### src/rtl/data_mem_arbiter_if.sv
// Requester, memory and status signals shared between the data memory
// arbiter (slave modport) and the agents that drive it (master modport).
interface data_mem_arbiter_if;
    logic        r0_req;
    logic        r0_write;
    logic [31:0] r0_address;
    logic [31:0] r0_writedata;
    logic        r0_done;
    logic        r0_err;
    logic [31:0] r0_readdata;

    logic        r1_req;
    logic        r1_write;
    logic [31:0] r1_address;
    logic [31:0] r1_writedata;
    logic        r1_done;
    logic        r1_err;
    logic [31:0] r1_readdata;

    logic [31:0] data_address;
    logic        data_write;
    logic        data_read;
    logic [31:0] data_writedata;
    logic [31:0] data_readdata;

    logic        busy;
    logic        last_grant;

    modport slave (
        input  r0_req, r0_write, r0_address, r0_writedata,
        output r0_done, r0_err, r0_readdata,
        input  r1_req, r1_write, r1_address, r1_writedata,
        output r1_done, r1_err, r1_readdata,
        output data_address, data_write, data_read, data_writedata,
        input  data_readdata,
        output busy, last_grant
    );

    modport master (
        output r0_req, r0_write, r0_address, r0_writedata,
        input  r0_done, r0_err, r0_readdata,
        output r1_req, r1_write, r1_address, r1_writedata,
        input  r1_done, r1_err, r1_readdata,
        input  data_address, data_write, data_read, data_writedata,
        output data_readdata,
        input  busy, last_grant
    );
endinterface

### src/rtl/data_mem_arbiter.sv
// Two-port round-robin arbiter onto a single data memory port: one access
// every three cycles, misaligned accesses complete with an error and no strobe.
module data_mem_arbiter (
    input  logic              clk,
    input  logic              reset,
    input  logic              clk_enable,
    data_mem_arbiter_if.slave bus
);
    typedef enum logic [1:0] {
        IDLE     = 2'd0,
        ISSUE    = 2'd1,
        COMPLETE = 2'd2
    } state_t;

    state_t      state_reg, state_next;
    logic [31:0] address_reg, address_next;
    logic [31:0] writedata_reg, writedata_next;
    logic        op_write_reg, op_write_next;
    logic        grant_reg, grant_next;
    logic        last_grant_reg, last_grant_next;
    logic        err_reg, err_next;

    logic [1:0]  req;
    logic        req_write     [2];
    logic [31:0] req_address   [2];
    logic [31:0] req_writedata [2];
    logic        grant_sel;
    logic [1:0]  done;
    logic [1:0]  err;

    assign req              = {bus.r1_req, bus.r0_req};
    assign req_write[0]     = bus.r0_write;
    assign req_write[1]     = bus.r1_write;
    assign req_address[0]   = bus.r0_address;
    assign req_address[1]   = bus.r1_address;
    assign req_writedata[0] = bus.r0_writedata;
    assign req_writedata[1] = bus.r1_writedata;

    // A tie goes to whichever requester was not served last.
    assign grant_sel = (req == 2'b11) ? ~last_grant_reg : req[1];

    always_comb begin
        state_next      = state_reg;
        address_next    = address_reg;
        writedata_next  = writedata_reg;
        op_write_next   = op_write_reg;
        grant_next      = grant_reg;
        last_grant_next = last_grant_reg;
        err_next        = err_reg;
        case (state_reg)
            IDLE: begin
                if (req != 2'b00) begin
                    grant_next      = grant_sel;
                    last_grant_next = grant_sel;
                    address_next    = req_address[grant_sel];
                    writedata_next  = req_writedata[grant_sel];
                    op_write_next   = req_write[grant_sel];
                    if (req_address[grant_sel][1:0] != 2'b00) begin
                        err_next   = 1'b1;
                        state_next = COMPLETE;
                    end else begin
                        err_next   = 1'b0;
                        state_next = ISSUE;
                    end
                end
            end
            ISSUE:    state_next = COMPLETE;
            COMPLETE: state_next = IDLE;
            default:  state_next = IDLE;
        endcase
    end

    always_ff @(posedge clk) begin
        if (!reset) begin
            state_reg      <= IDLE;
            address_reg    <= '0;
            writedata_reg  <= '0;
            op_write_reg   <= 1'b0;
            grant_reg      <= 1'b0;
            last_grant_reg <= 1'b1;
            err_reg        <= 1'b0;
        end else if (clk_enable) begin
            state_reg      <= state_next;
            address_reg    <= address_next;
            writedata_reg  <= writedata_next;
            op_write_reg   <= op_write_next;
            grant_reg      <= grant_next;
            last_grant_reg <= last_grant_next;
            err_reg        <= err_next;
        end
    end

    // Per-requester load data and completion flags; done/err decode from the
    // held state so a frozen clock stretches a pulse rather than repeating it.
    generate
        for (genvar gi = 0; gi < 2; gi++) begin : g_req
            logic [31:0] readdata_reg;

            always_ff @(posedge clk) begin
                if (!reset) begin
                    readdata_reg <= '0;
                end else if (clk_enable && (state_reg == ISSUE) && !op_write_reg
                             && (grant_reg == 1'(gi))) begin
                    readdata_reg <= bus.data_readdata;
                end
            end

            assign done[gi] = (state_reg == COMPLETE) && (grant_reg == 1'(gi));
            assign err[gi]  = done[gi] && err_reg;
        end
    endgenerate

    assign bus.r0_done        = done[0];
    assign bus.r0_err         = err[0];
    assign bus.r0_readdata    = g_req[0].readdata_reg;
    assign bus.r1_done        = done[1];
    assign bus.r1_err         = err[1];
    assign bus.r1_readdata    = g_req[1].readdata_reg;

    assign bus.data_address   = address_reg;
    assign bus.data_writedata = writedata_reg;
    assign bus.data_read      = (state_reg == ISSUE) && !op_write_reg;
    assign bus.data_write     = (state_reg == ISSUE) && op_write_reg;
    assign bus.busy           = (state_reg != IDLE);
    assign bus.last_grant     = last_grant_reg;
endmodule
### src/flat_wrapper.sv
// flat-port wrapper written by rule: the top's interface ports become plain ports
module data_mem_arbiter_flat 
  (clk, reset, clk_enable, bus_r0_req, bus_r0_write, bus_r0_address, bus_r0_writedata, bus_r0_done, bus_r0_err, bus_r0_readdata, bus_r1_req, bus_r1_write, bus_r1_address, bus_r1_writedata, bus_r1_done, bus_r1_err, bus_r1_readdata, bus_data_address, bus_data_write, bus_data_read, bus_data_writedata, bus_data_readdata, bus_busy, bus_last_grant);
  data_mem_arbiter_if bus_i ();
  input  logic clk;
  input  logic reset;
  input  logic clk_enable;
  input wire logic [$bits(bus_i.r0_req)-1:0] bus_r0_req;
  input wire logic [$bits(bus_i.r0_write)-1:0] bus_r0_write;
  input wire logic [$bits(bus_i.r0_address)-1:0] bus_r0_address;
  input wire logic [$bits(bus_i.r0_writedata)-1:0] bus_r0_writedata;
  output wire logic [$bits(bus_i.r0_done)-1:0] bus_r0_done;
  output wire logic [$bits(bus_i.r0_err)-1:0] bus_r0_err;
  output wire logic [$bits(bus_i.r0_readdata)-1:0] bus_r0_readdata;
  input wire logic [$bits(bus_i.r1_req)-1:0] bus_r1_req;
  input wire logic [$bits(bus_i.r1_write)-1:0] bus_r1_write;
  input wire logic [$bits(bus_i.r1_address)-1:0] bus_r1_address;
  input wire logic [$bits(bus_i.r1_writedata)-1:0] bus_r1_writedata;
  output wire logic [$bits(bus_i.r1_done)-1:0] bus_r1_done;
  output wire logic [$bits(bus_i.r1_err)-1:0] bus_r1_err;
  output wire logic [$bits(bus_i.r1_readdata)-1:0] bus_r1_readdata;
  output wire logic [$bits(bus_i.data_address)-1:0] bus_data_address;
  output wire logic [$bits(bus_i.data_write)-1:0] bus_data_write;
  output wire logic [$bits(bus_i.data_read)-1:0] bus_data_read;
  output wire logic [$bits(bus_i.data_writedata)-1:0] bus_data_writedata;
  input wire logic [$bits(bus_i.data_readdata)-1:0] bus_data_readdata;
  output wire logic [$bits(bus_i.busy)-1:0] bus_busy;
  output wire logic [$bits(bus_i.last_grant)-1:0] bus_last_grant;
  assign bus_i.r0_req = bus_r0_req;
  assign bus_i.r0_write = bus_r0_write;
  assign bus_i.r0_address = bus_r0_address;
  assign bus_i.r0_writedata = bus_r0_writedata;
  assign bus_r0_done = bus_i.r0_done;
  assign bus_r0_err = bus_i.r0_err;
  assign bus_r0_readdata = bus_i.r0_readdata;
  assign bus_i.r1_req = bus_r1_req;
  assign bus_i.r1_write = bus_r1_write;
  assign bus_i.r1_address = bus_r1_address;
  assign bus_i.r1_writedata = bus_r1_writedata;
  assign bus_r1_done = bus_i.r1_done;
  assign bus_r1_err = bus_i.r1_err;
  assign bus_r1_readdata = bus_i.r1_readdata;
  assign bus_data_address = bus_i.data_address;
  assign bus_data_write = bus_i.data_write;
  assign bus_data_read = bus_i.data_read;
  assign bus_data_writedata = bus_i.data_writedata;
  assign bus_i.data_readdata = bus_data_readdata;
  assign bus_busy = bus_i.busy;
  assign bus_last_grant = bus_i.last_grant;
  data_mem_arbiter u_core (.clk(clk), .reset(reset), .clk_enable(clk_enable), .bus(bus_i));
endmodule
### config.mk
export PLATFORM = sky130hd
export DESIGN_NAME = data_mem_arbiter_flat
export DESIGN_NICKNAME = d
export VERILOG_FILES = /design/src/rtl/data_mem_arbiter_if.sv /design/src/rtl/data_mem_arbiter.sv /design/src/flat_wrapper.sv
export SDC_FILE = /design/constraint.sdc
export NUM_CORES = 1
export LEC_CHECK = 0
export CAP_MARGIN = 40
export CORE_AREA = 2 2 128 130
export CTS_BUF_LIST = sky130_fd_sc_hd__clkbuf_4 sky130_fd_sc_hd__clkbuf_8
export DETAILED_ROUTE_END_ITERATION = 12
export DIE_AREA = 0 0 130 132
export GPL_ROUTABILITY_DRIVEN = 0
export HOLD_SLACK_MARGIN = 0.06
export PLACE_DENSITY_LB_ADDON = 0.05
export SYNTH_ARGS = -nofsm -noshare
export SYNTH_HDL_FRONTEND = slang
export SYNTH_SLANG_ARGS = --single-unit
### constraint.sdc
create_clock -name clk -period 1.3 [get_ports clk]
set_input_delay 0.195 -clock clk [delete_from_list [all_inputs] [get_ports clk]]
set_output_delay 0.195 -clock clk [all_outputs]
set_load 0.02 [all_outputs]
After elaboration in Yosys (flattened, before gate mapping). Cells that the tools add are included.

Bitwise gates (word level): 3. Equality and inequality tests: 4. Order comparisons: 1. Multiplexer cells: 14. Reductions and logical operators: 17.

Operators with widths (number): $mux W32 (6); $logic_and A1 B1 Y1 (10); $reduce_bool A2 Y1 (3); $mux W1 (5); $eq A2 B2 Y1 const B (2); $mux W2 (2); $pmux W2 S2 (1); $reduce_and A3 Y1 (1); $eq A2 B1 Y1 const B (1); $ge A2 B2 Y1 const B (1); $logic_not A2 Y1 (1); $ne A2 B1 Y1 const B (1); $not A1 Y1 (2); $not A1 Y2 (1); $reduce_and A2 Y1 (1); $logic_not A1 Y1 (1).

Register bits: 134. Output and inout bits: 136. Bits of input ports: 167. Logic and storage cells: 48.

Logic depth before layout (Yosys ltp).
Depth in word-level cells: 10. Gate-level depth with buffers: 6. Gate-level depth less buffers: 3.

Worst setup path after synthesis. Ideal clock, no wire load.

Path kind: flip-flop to output port. From: register u_core.state_reg[0]. To: output port bus_data_write. Required time: 1.105 ns. Slack: -0.223 ns. Buffers on the path: 2. Stages on the path, launching flop included: 5. Arrival time: 1.328 ns. Path through: dfxtp_1 -> buf_2 -> clkinv_1 -> clkbuf_1 -> nor3b_1.

Word-level cells in the longest chain between the ends: 2.

Ends and longest elaborated chain: from (decl) (line data_mem_arbiter.sv:15) `state_t state_reg, state_next;`; from (signal assigned) (line data_mem_arbiter.sv:83) `state_reg <= state_next;`; $eq A2 B1 Y1 (line data_mem_arbiter.sv:123) `assign bus.data_write = (state_reg == ISSUE) && op_write_reg;`; $logic_and A1 B1 Y1 (line data_mem_arbiter.sv:123); to (decl) (line flat_wrapper.sv:23) `output wire logic [$bits(bus_i.data_write)-1:0] bus_data_write;`.

Every way passes these cells.

Final worst setup path.
From: register u_core.state_reg[1]. To: register u_core.g_req[1].readdata_reg[31] (netlist: u_core.bus.r1_readdata[31]).

Word-level cells in the longest chain between the ends: 4.

Ends and longest elaborated chain: $eq A2 B1 Y1 (line data_mem_arbiter.sv:102) `end else if (clk_enable && (state_reg == ISSUE) && !op_write_reg`; $logic_and A1 B1 Y1 (2 in a row) (line data_mem_arbiter.sv:102); $logic_and A1 B1 Y1 (line data_mem_arbiter.sv:103) `&& (grant_reg == 1'(gi))) begin`; to (signal assigned) (line data_mem_arbiter.sv:104) `readdata_reg <= bus.data_readdata;`; to (decl) (line data_mem_arbiter.sv:97) `logic [31:0] readdata_reg;`.

Every way passes these cells. A chain may end at the register's enable or synchronous reset.

==> results.ini <==
[status]
status=finished, violations left
violated_checks=negative setup slack

[sta]
timing.clock.skew_ns=0.01223
finalCritPeriodShare_pct=119.1
setup_viol_count_final=140
worst-slew-pin-transition_ns=0.5047
max-slew-margin-rel_pct=66.36
hold-worst-slack_ns=0.2987
fin_ws_ns=-0.2481
rsz0062_at_grt=true
max_clock_freq_mhz=645.9
time_the_worst_path_needs_with_i_o_delays_and_setup_ns=1.548
slew_viol_final=0
timing_hold_violations_final=0

[drt]
drt-initial-drc-count=408
post_drt_wl_per_cell_um=20.48
m1WireLength_mm=9.815
wl_mm=25.66
detailroute.wirelength.met2_mm=12.81
remaining_drc_errors=0
dr_wl_met3_mm=2.146
drt-pass1-iter-count=5
avgViaCountPerCell=5.610
vias=7029
top_layer_used=met4
route.antenna.remaining_nets=0

[final_layout]
layout.cells.non_filler=1253
area.growth.synth_to_final_pct=88.27
most_common_library_cell_in_the_layout_ignoring_fill_and_taps=clkdlybuf4s50_1
multi_input_area_um2=3353
antenna-diode-count=0
layout.cells.most_common_list=clkdlybuf4s50_1, nand2_1, dfxtp_1
fillCellCount=1283
layout-drive-gt1-share_pct=33.27
area.sequential_um2=2703
finalNetCount=1191

[place]
detailedPlace.worstSlack_ns=-0.5003
numPortBuffers=302
hpwl_mm=14.84
place_inst=1181

[critical_path]
crit_path_max_fanout=12
cp_slowest_stage_delay_ns=0.42
worst_r2r_endpoint=u_core.bus.r1_readdata[31]$_SDFFE_PN0P_
cpMaxStageDelayCell=and4bb_4
critical_path.endpoint_type=flip-flop
reg2reg_from=u_core.state_reg[1]$_SDFFE_PN0P_
timing.critical_path.mode_cell=buf_6
ff2ff_path_depth=6
setup.worst_path.class=flip-flop to flip-flop
timing.critical_path.cells=buf_6 -> buf_6 -> and4bb_4 -> clkbuf_16 -> nand3_1 -> a21oi_1
crit_arrival_ns=1.93
startpoint_type_of_the_worst_setup_path=flip-flop
critical_path_required_ns=1.68
regToRegSetupSlack_ns=-0.25

[grt]
grt_pass1_vias=6958
grt_antenna_before_repair=0
global_route.overflow_total=0
grt_util_all_layers_pct=27.13
grt_max_degree=65
grt_pass1_wl_mm=36.58

[floorplanning]
floorplan.die_area_um2=17160
core_um2=15710
io_pins=303
initial_core_util_pct=36.40
die_y_um=132
die_w_um=130
placement_rows=46

[synthesis]
yosys_warning_total=0
synth.net_count=878
synth.yosys.seq_area_share_pct=46.90
synthesis.instances=711
synth-seq-cells=134
yosysUniqueCellTypes=31
average_size_of_a_mapped_cell_um2=8.044
syn_area_um2=5719

[power_and_ir_drop]
worst_ir_drop_vdd_v=0.0007019
leakagePower_nw=3.996
pwr_density_cell_nw_per_um2=1097

[clock_network]
ctsLongestPathBuffers=2
clk_pin_slew_worst_paths_ns=0.08
numCtsBuffers=17
tritoncts=built
clock-sinks=134
clock-root-buffer=clkbuf_8
clk_latency_ns=0.46
htreeDepth=4

[min_path]
hold_path_startpoint=bus_r0_address[23]
hold_depth=3
min_delay_worst_endpoint=u_core.bus.data_address[23]$_SDFFE_PN0P_
hold_path.class=input pin to flip-flop

[flow_run]
drv.max_cap_violation_count=0

[synth_stat cells, drive strengths merged]
cell type	number	area (µm²)
o21ai	64	320.3
dfxtp	134	2683
buf	35	181.4
nor3b	1	7.510
o31ai	1	7.510
nand2	132	495.5
a31oi	65	406.6
or2	2	12.51
nand3	65	325.3
clkinv	2	7.510
and2	2	12.51
o22ai	2	12.51
a21bo	1	10.01
and4bb	1	12.51
nand4	2	12.51
nor2b	3	18.77
nand4bb	1	11.26
nor3	2	15.01
a21oi	66	330.3
a311oi	65	569.3
a21boi	1	7.510
nand2b	1	6.260
nor2	6	22.52
inv	2	7.510
mux2	1	11.26
a32o	1	10.01
o211ai	1	7.510
clkbuf	52	195.2
[worst max-delay path: cells and delay by family (launching register included)]
family,cells,cell delay [ns]
simple gates,2,0.50
buf+inv,3,0.45
flops,1,0.34
compound gates,1,0.18
[how the worst max path moves through the flow]
stage	startpoint	end	slack [ns]	cells after the start
floorplan	u_core.state_reg[0]$_SDFFE_PN0P_	bus_data_write	-0.05	4
CTS	u_core.state_reg[1]$_SDFFE_PN0P_	u_core.bus.r1_readdata[16]$_SDFFE_PN0P_	-0.23	6
finish	u_core.state_reg[1]$_SDFFE_PN0P_	u_core.bus.r1_readdata[31]$_SDFFE_PN0P_	-0.25	6
global placement	clk_enable	u_core.bus.data_writedata[18]$_SDFFE_PN0P_	-0.41	6
detailed placement	bus_r0_req	u_core.bus.data_address[30]$_SDFFE_PN0P_	-0.50	5
global route	u_core.state_reg[1]$_SDFFE_PN0P_	u_core.bus.data_writedata[18]$_SDFFE_PN0P_	-0.31	6
[metal layers]
metal	GRT usage, %	up-vias
met3	7.265	56
li1	-	3258
met5	0	-
met2	46.31	361
met1	31.70	3354
met4	11.65	0
[power by group]
part           internal, mW  switching (mW)  total (mW)
Clock                  2.46            1.71        4.17
Sequential             4.33           0.183        4.52
Combinational          1.59            1.53        3.13
[cell families (layout without fill, tap and decap cells)]
| family | count (synthesis) | in the layout | share of synthesized area (%) |
|---|---|---|---|
| AO/OA/AOI/OAI | 267 | 267 | 29.40 |
| AND/OR/NAND/NOR | 218 | 218 | 16.65 |
| flip-flops | 134 | 134 | 46.90 |
| buffers and inverters | 91 | 417 | 6.848 |
| multiplexers | 1 | 1 | 0.1969 |
[through the flow]
step	total power [mW]	cell area, µm²	utilization [%]	TNS (ns)
2_1_floorplan	5.625	5747	-	-0.04501
3_3_place_gp	6.916	9149	58.23	-45.73
3_5_place_dp	6.962	9149	58.23	-51.29
4_1_cts	11.47	10410	66.24	-19.94
5_1_grt	12.24	10770	68.53	-29.53
6_report	11.82	10770	68.53	-22.80
[cell type report]
type	count	area share, %
timing repair buffer	381	36.64
multi-input combinational	486	31.14
sequential	134	25.10
clock buffer	21	2.626
tap	216	2.510
clock inverter	11	1.813
inverter	4	0.1743
[timing repair]
action,CTS,global route
buffers inserted,14,7
gates cloned,13,11
gates resized for setup,473,185
pin swaps,12,53
setup endpoints to repair,269,209
hold buffers,0,0
Note: power is estimated with default switching activity, not from simulation.
